## src/rtl/ctrl_pkg.sv

```systemverilog
// Shared types and encodings for the multicycle ARM-subset control unit.
// Holds the FSM state enum, ALU control codes, data-processing cmd codes
// and flag bit positions used by the controller and condition checker.
package ctrl_pkg;

  typedef enum logic [3:0] {
    FETCH,
    DECODE,
    MEMADR,
    MEMRD,
    MEMWB,
    MEMWR,
    EXECR,
    EXECI,
    ALUWB,
    BRANCH
  } state_t;

  typedef logic [1:0] alu_ctrl_t;

  localparam alu_ctrl_t ALU_ADD = 2'b00;
  localparam alu_ctrl_t ALU_SUB = 2'b01;
  localparam alu_ctrl_t ALU_AND = 2'b10;
  localparam alu_ctrl_t ALU_ORR = 2'b11;

  localparam logic [3:0] CMD_AND = 4'b0000;
  localparam logic [3:0] CMD_SUB = 4'b0010;
  localparam logic [3:0] CMD_ADD = 4'b0100;
  localparam logic [3:0] CMD_CMP = 4'b1010;
  localparam logic [3:0] CMD_ORR = 4'b1100;

  localparam logic [1:0] OP_DP  = 2'b00;
  localparam logic [1:0] OP_MEM = 2'b01;
  localparam logic [1:0] OP_BR  = 2'b10;

  localparam int FLAG_N = 3;
  localparam int FLAG_Z = 2;
  localparam int FLAG_C = 1;
  localparam int FLAG_V = 0;

  // Map a data-processing cmd onto the ALU; unknown cmds fall back to ADD.
  function automatic alu_ctrl_t dp_alu_ctrl(input logic [3:0] cmd);
    alu_ctrl_t res;
    case (cmd)
      CMD_SUB, CMD_CMP: res = ALU_SUB;
      CMD_AND:          res = ALU_AND;
      CMD_ORR:          res = ALU_ORR;
      default:          res = ALU_ADD;
    endcase
    return res;
  endfunction

endpackage

```

## src/rtl/Condcheck.sv

```systemverilog
// ARM condition-code evaluator: decides whether the current instruction executes.
// Purely combinational, evaluated against the architectural (registered) flags.
// AL and the unconditional 1111 space both execute.
module Condcheck
  import ctrl_pkg::*;
(
  input  logic [3:0] Cond,
  input  logic [3:0] Flags,
  output logic       CondEx
);

  logic n, z, c, v, ge;

  assign n  = Flags[FLAG_N];
  assign z  = Flags[FLAG_Z];
  assign c  = Flags[FLAG_C];
  assign v  = Flags[FLAG_V];
  assign ge = (n == v);

  // Standard ARM condition table.
  always_comb begin
    CondEx = 1'b0;
    case (Cond)
      4'b0000: CondEx = z;
      4'b0001: CondEx = ~z;
      4'b0010: CondEx = c;
      4'b0011: CondEx = ~c;
      4'b0100: CondEx = n;
      4'b0101: CondEx = ~n;
      4'b0110: CondEx = v;
      4'b0111: CondEx = ~v;
      4'b1000: CondEx = c & ~z;
      4'b1001: CondEx = ~c | z;
      4'b1010: CondEx = ge;
      4'b1011: CondEx = ~ge;
      4'b1100: CondEx = ~z & ge;
      4'b1101: CondEx = z | ~ge;
      default: CondEx = 1'b1;
    endcase
  end

endmodule

```

## src/rtl/multicycle_ctrl.sv

```systemverilog
// Control FSM for the multicycle ARM-subset CPU: fetch/decode/execute/memory/writeback.
// Owns the NZCV flags; predicated-off instructions return to FETCH from DECODE.
// Memory states hold until mem_ready; datapath controls are Moore on state, gated by mem_ready/CondEx.
module multicycle_ctrl
  import ctrl_pkg::*;
#(
  parameter logic [3:0] PC_REG = 4'd15
) (
  input  logic       clk,
  input  logic       reset_n,
  input  logic [3:0] Cond,
  input  logic [1:0] Op,
  input  logic [5:0] Funct,
  input  logic [3:0] Rd,
  input  logic [3:0] ALUFlags,
  input  logic       mem_ready,
  output logic       mem_req,
  output logic       PCWrite,
  output logic       IRWrite,
  output logic       RegWrite,
  output logic       MemWrite,
  output logic       AdrSrc,
  output logic       ALUSrcA,
  output logic [1:0] ALUSrcB,
  output logic [1:0] ResultSrc,
  output logic [1:0] ImmSrc,
  output logic [1:0] RegSrc,
  output logic [1:0] ALUControl,
  output logic [3:0] Flags,
  output logic       illegal
);

  state_t     state;
  logic       cond_ex;
  logic [3:0] cmd;
  logic       s_bit;
  logic       cmd_known;
  logic       cmd_arith;
  logic       flag_we;
  logic       pc_dest;

  Condcheck u_condcheck (
    .Cond   (Cond),
    .Flags  (Flags),
    .CondEx (cond_ex)
  );

  assign cmd     = Funct[4:1];
  assign s_bit   = Funct[0];
  assign pc_dest = (Rd == PC_REG);

  // Classify the data-processing cmd: which flags it may write and whether at all.
  always_comb begin
    cmd_known = 1'b0;
    cmd_arith = 1'b0;
    case (cmd)
      CMD_ADD, CMD_SUB, CMD_CMP: begin
        cmd_known = 1'b1;
        cmd_arith = 1'b1;
      end
      CMD_AND, CMD_ORR: cmd_known = 1'b1;
      default: ;
    endcase
    flag_we = cmd_known && (s_bit || (cmd == CMD_CMP));
  end

  // State sequencing and the architectural flags register.
  always_ff @(posedge clk or negedge reset_n) begin
    if (!reset_n) begin
      state <= FETCH;
      Flags <= 4'b0000;
    end else begin
      case (state)
        FETCH: if (mem_ready) state <= DECODE;
        DECODE: begin
          if (!cond_ex) begin
            state <= FETCH;
          end else begin
            case (Op)
              OP_DP:   state <= Funct[5] ? EXECI : EXECR;
              OP_MEM:  state <= MEMADR;
              OP_BR:   state <= BRANCH;
              default: state <= FETCH;
            endcase
          end
        end
        EXECR, EXECI: begin
          if (flag_we) begin
            Flags[FLAG_N] <= ALUFlags[FLAG_N];
            Flags[FLAG_Z] <= ALUFlags[FLAG_Z];
            if (cmd_arith) begin
              Flags[FLAG_C] <= ALUFlags[FLAG_C];
              Flags[FLAG_V] <= ALUFlags[FLAG_V];
            end
          end
          state <= (cmd == CMD_CMP) ? FETCH : ALUWB;
        end
        MEMADR: state <= Funct[0] ? MEMRD : MEMWR;
        MEMRD:  if (mem_ready) state <= MEMWB;
        MEMWR:  if (mem_ready) state <= FETCH;
        default: state <= FETCH;
      endcase
    end
  end

  // Datapath controls decoded from state; everything is forced low while reset is held.
  always_comb begin
    mem_req    = 1'b0;
    PCWrite    = 1'b0;
    IRWrite    = 1'b0;
    RegWrite   = 1'b0;
    MemWrite   = 1'b0;
    AdrSrc     = 1'b0;
    ALUSrcA    = 1'b0;
    ALUSrcB    = 2'b00;
    ResultSrc  = 2'b00;
    ImmSrc     = 2'b00;
    RegSrc     = 2'b00;
    ALUControl = ALU_ADD;
    illegal    = 1'b0;
    if (reset_n) begin
      // Once the instruction is latched, keep the extender and register-read
      // selects tracking it so EXECI/MEMADR/BRANCH see a valid immediate.
      if (state != FETCH) begin
        ImmSrc = Op;
        RegSrc = {(Op == OP_MEM), (Op == OP_BR)};
      end
      case (state)
        FETCH: begin
          mem_req   = 1'b1;
          ALUSrcA   = 1'b1;
          ALUSrcB   = 2'b10;
          ResultSrc = 2'b10;
          IRWrite   = mem_ready;
          PCWrite   = mem_ready;
        end
        DECODE: begin
          ALUSrcA = 1'b1;
          ALUSrcB = 2'b10;
          illegal = cond_ex && (Op == 2'b11);
        end
        EXECR: ALUControl = dp_alu_ctrl(cmd);
        EXECI: begin
          ALUSrcB    = 2'b01;
          ALUControl = dp_alu_ctrl(cmd);
        end
        ALUWB, MEMWB: begin
          ResultSrc = (state == MEMWB) ? 2'b01 : 2'b00;
          if (pc_dest) PCWrite = 1'b1;
          else         RegWrite = 1'b1;
        end
        MEMADR: begin
          ALUSrcB    = 2'b01;
          ALUControl = Funct[3] ? ALU_ADD : ALU_SUB;
        end
        MEMRD: begin
          mem_req = 1'b1;
          AdrSrc  = 1'b1;
        end
        MEMWR: begin
          mem_req  = 1'b1;
          AdrSrc   = 1'b1;
          MemWrite = mem_ready;
        end
        BRANCH: begin
          ALUSrcB   = 2'b01;
          ResultSrc = 2'b10;
          PCWrite   = 1'b1;
        end
        default: ;
      endcase
    end
  end

endmodule

```

## config.mk

```make
export PLATFORM = sky130hd
export DESIGN_NAME = multicycle_ctrl
export DESIGN_NICKNAME = d
export VERILOG_FILES = /design/src/rtl/ctrl_pkg.sv /design/src/rtl/Condcheck.sv /design/src/rtl/multicycle_ctrl.sv
export SDC_FILE = /design/constraint.sdc
export NUM_CORES = 1
export LEC_CHECK = 0
export BUFFER_PORTS_ARGS = -buffer_cell sky130_fd_sc_hd__buf_2
export CORE_MARGIN = 2
export CORE_UTILIZATION = 46
export DETAILED_ROUTE_END_ITERATION = 10
export GPL_TIMING_DRIVEN = 0
export PLACE_DENSITY = 0.76
export SETUP_SLACK_MARGIN = 0.1
export SYNTH_ARGS = -nofsm -noshare
export SYNTH_HDL_FRONTEND = slang
export SYNTH_HIERARCHICAL = 1
export SYNTH_SLANG_ARGS = --single-unit
export TNS_END_PERCENT = 5
```

## constraint.sdc

```tcl
create_clock -name clk -period 2.4 [get_ports clk]
set_input_delay 0.36 -clock clk [delete_from_list [all_inputs] [get_ports clk]]
set_output_delay 0.36 -clock clk [all_outputs]
set_load 0.005 [all_outputs]
```

==> results.cfg <==
[run_status]
status = finished clean

[synth]
synth_top_area_cell = dfrtp_1
syn_nets = 147
synthTopCellsByArea = dfrtp_1, xnor2_1, nor2_1
synth_common_cells = nor2_1, nand2_1, a21oi_1, dfrtp_1
synth-seq-cells = 8
muxShareOfSynthArea_pct = 6.39
synth_top_cell_area_share_pct = 20.4
ys.warnings.count = 6
synthXorXnorAreaFrac_pct = 8.05
synth_compound_area_share_pct = 20.7
yosys.area_share.simple_pct = 37.2
synthesis.area_um2 = 980
ys_seq_area_share_pct = 20.4
synth_fa_ha_area_share_pct = 0
synth_enable_flop_cells = 0
synthArstFlopShare_pct = 100
syn-instance-count = 124
netlist-cell-type-count = 46
syn_area_per_cell_um2 = 7.90
synth-main-ff-cell = dfrtp_1
yosysMostFrequentCell = nor2_1
synth_top_family_by_area = simple AND/OR/NAND/NOR gates

[timing]
period_needed_ps = 2210
slew_headroom_pct = 78.9
fmax_mhz = 452
tightest_slew_ps = 312
slew_violations = 0
setup_viol = 0
rsz0062_at_grt = yes
setup_tns_ps = 0
finalCritPeriodShare_pct = 92.2
hold_violations = 0
finalClockSkew_ps = 4.36

[setup_path]
endpoint_kind = output port
crit_required_ps = 2040
worstSetupPathType = register to output port
worstPathMaxFanout = 6
arrival_ps = 1850
critPathLaunchType = register
rrSetupSlack_ps = 540

[floorplanning]
die_width_um = 50.2
fp.dieH_um = 50.2
io_pins = 45
fp.dieArea_mm2 = 0.00252
start_util_pct = 49.4
core_region_area_mm2 = 0.00198
num_rows = 16

[layout]
diodes = 0
fill_cells = 177
drive_above_1_share_pct = 38.6
nNetsFinal = 196
syn_to_final_growth_pct = 29.0
fin_area_mm2 = 0.00126

[power]
ir_drop_mv = 0.390
p_per_area_mw_per_mm2 = 789
p_leak_nw = 0.642
total_power_uw = 997

[global_route]
antenna_found_initial = 0
grt_pass1_vias = 1070
grt_max_degree = 14
grt-ovfl-total = 0
track_usage_pct = 22.2
grt_pass1_wl_um = 4460

[place]
place.gp.congestion = 0.853
postPlaceCellArea_mm2 = 0.00123
hpwl_um = 2070
portBuffers = 43

[cts]
clkTransAtPathRegs_ps = 50
insertion_delay_ps = 250
cts_tree = built
cts_buffer_depth = 2
cts_made_buffers = 3
ctsHtreeMaxLevel = 1
cts_sinks = 8
root_buffer = clkbuf_4

[worst_hold_path]
min_path_type = primary input to register

[job]
maxCapViolCount = 0

[routing]
drt_iter0_markers = 33
vias_per_cell = 5.57
wl_per_cell_um = 13.1
firstDrtPassIters = 4
drc = 0
vias = 1103
ant_nets = 0
wl_um = 2600
## area by class of cell
type	count	area, µm²	area share [%]
Multi-Input combinational cell	103	708	56.0
Timing Repair Buffer	44	228	18.0
Sequential cell	8	200	15.8
Buffer	6	45.0	3.56
Tap cell	27	33.8	2.67
Inverter	7	26.3	2.08
Clock buffer	3	22.5	1.78
## sequential cells by signal, summed over array words and instances (netlist names)
register / count
Flags: 4
state: 4
## cell families after synthesis
logic type	Yosys count
xor gates and xnor gates	9
and+or+nand+nor	62
muxes	5
AOI/OAI and AO/OA	27
DFF	8
buffers and inverters	13
## timing repair
| item | 4_1_cts | 5_1_grt |
|---|---|---|
| hold buffers | 1 | 0 |
| gates resized for setup | 0 | 1 |
| hold endpoints to repair | 8 | 0 |
| endpoints found under the setup margin | 0 | 3 |
| setup buffers | 0 | 0 |
## path summary, 6_finish.rpt
| kind | startpoint | to | cells past startpoint |
|---|---|---|---|
| max in group asynchronous | reset_n | Flags[1] | 2 |
| min in group asynchronous | reset_n | state[1] | 2 |
| worst max-delay path | Flags[3] | illegal | 7 |
| worst min register to register | Flags[1] | Flags[1] | 1 |
| worst min-delay path | ALUFlags[1] | Flags[1] | 2 |
| worst max register to register | Flags[3] | state[2] | 7 |
## report_power, final
group / switching (mW) / leakage (nW) / internal, mW
Sequential: 0.0775 / 0.108 / 0.179
Combinational: 0.320 / 0.520 / 0.320
Clock: 0.0436 / 0.0138 / 0.0571
Total: 0.441 / 0.642 / 0.556
## layout by cell type (no fill, tap or decap), types with 2 or more instances in the layout
master,instances
and3_1,3
a21oi_2,2
nand2b_1,4
inv_1,6
clkbuf_4,4
dfrtp_1,8
nand3_1,4
and2b_1,2
nand2_1,10
buf_2,45
nor2b_1,6
a21oi_1,8
o32ai_1,3
buf_6,2
o22ai_1,3
and2_1,2
mux2_1,2
mux2_4,2
nor3_1,4
nor4_1,3
xor2_1,4
nor3b_1,3
a31oi_1,2
xnor2_1,5
nor2_1,11
## critical path, cell delays in order, from the launching register on
cell and delay [ps]:
dfrtp_1 460, xnor2_1 230, a22oi_2 80, xnor2_1 130, a211o_1 310, nand4b_1 190
nor2_1 70, buf_2 120
## stage by stage
stage               worst slack (ps)  std cells  utilization, %  hold slack (ps)
global route                    76.0        198            63.8              328
detailed placement               401        194            62.0              247
finish                           187        198            63.8              332
CTS                              181        198            63.6              331
floorplan                        657        124               -             64.4
global placement                 424        194            62.0              242
## layer usage
layer | GRT usage [%] | routed length [µm]
met1 | 28.8 | 1150
met4 | 4.17 | 19
met5 | 0 | 0
met2 | 40.1 | 1350
met3 | 1.79 | 84
Note: power is estimated with default switching activity, not from simulation.
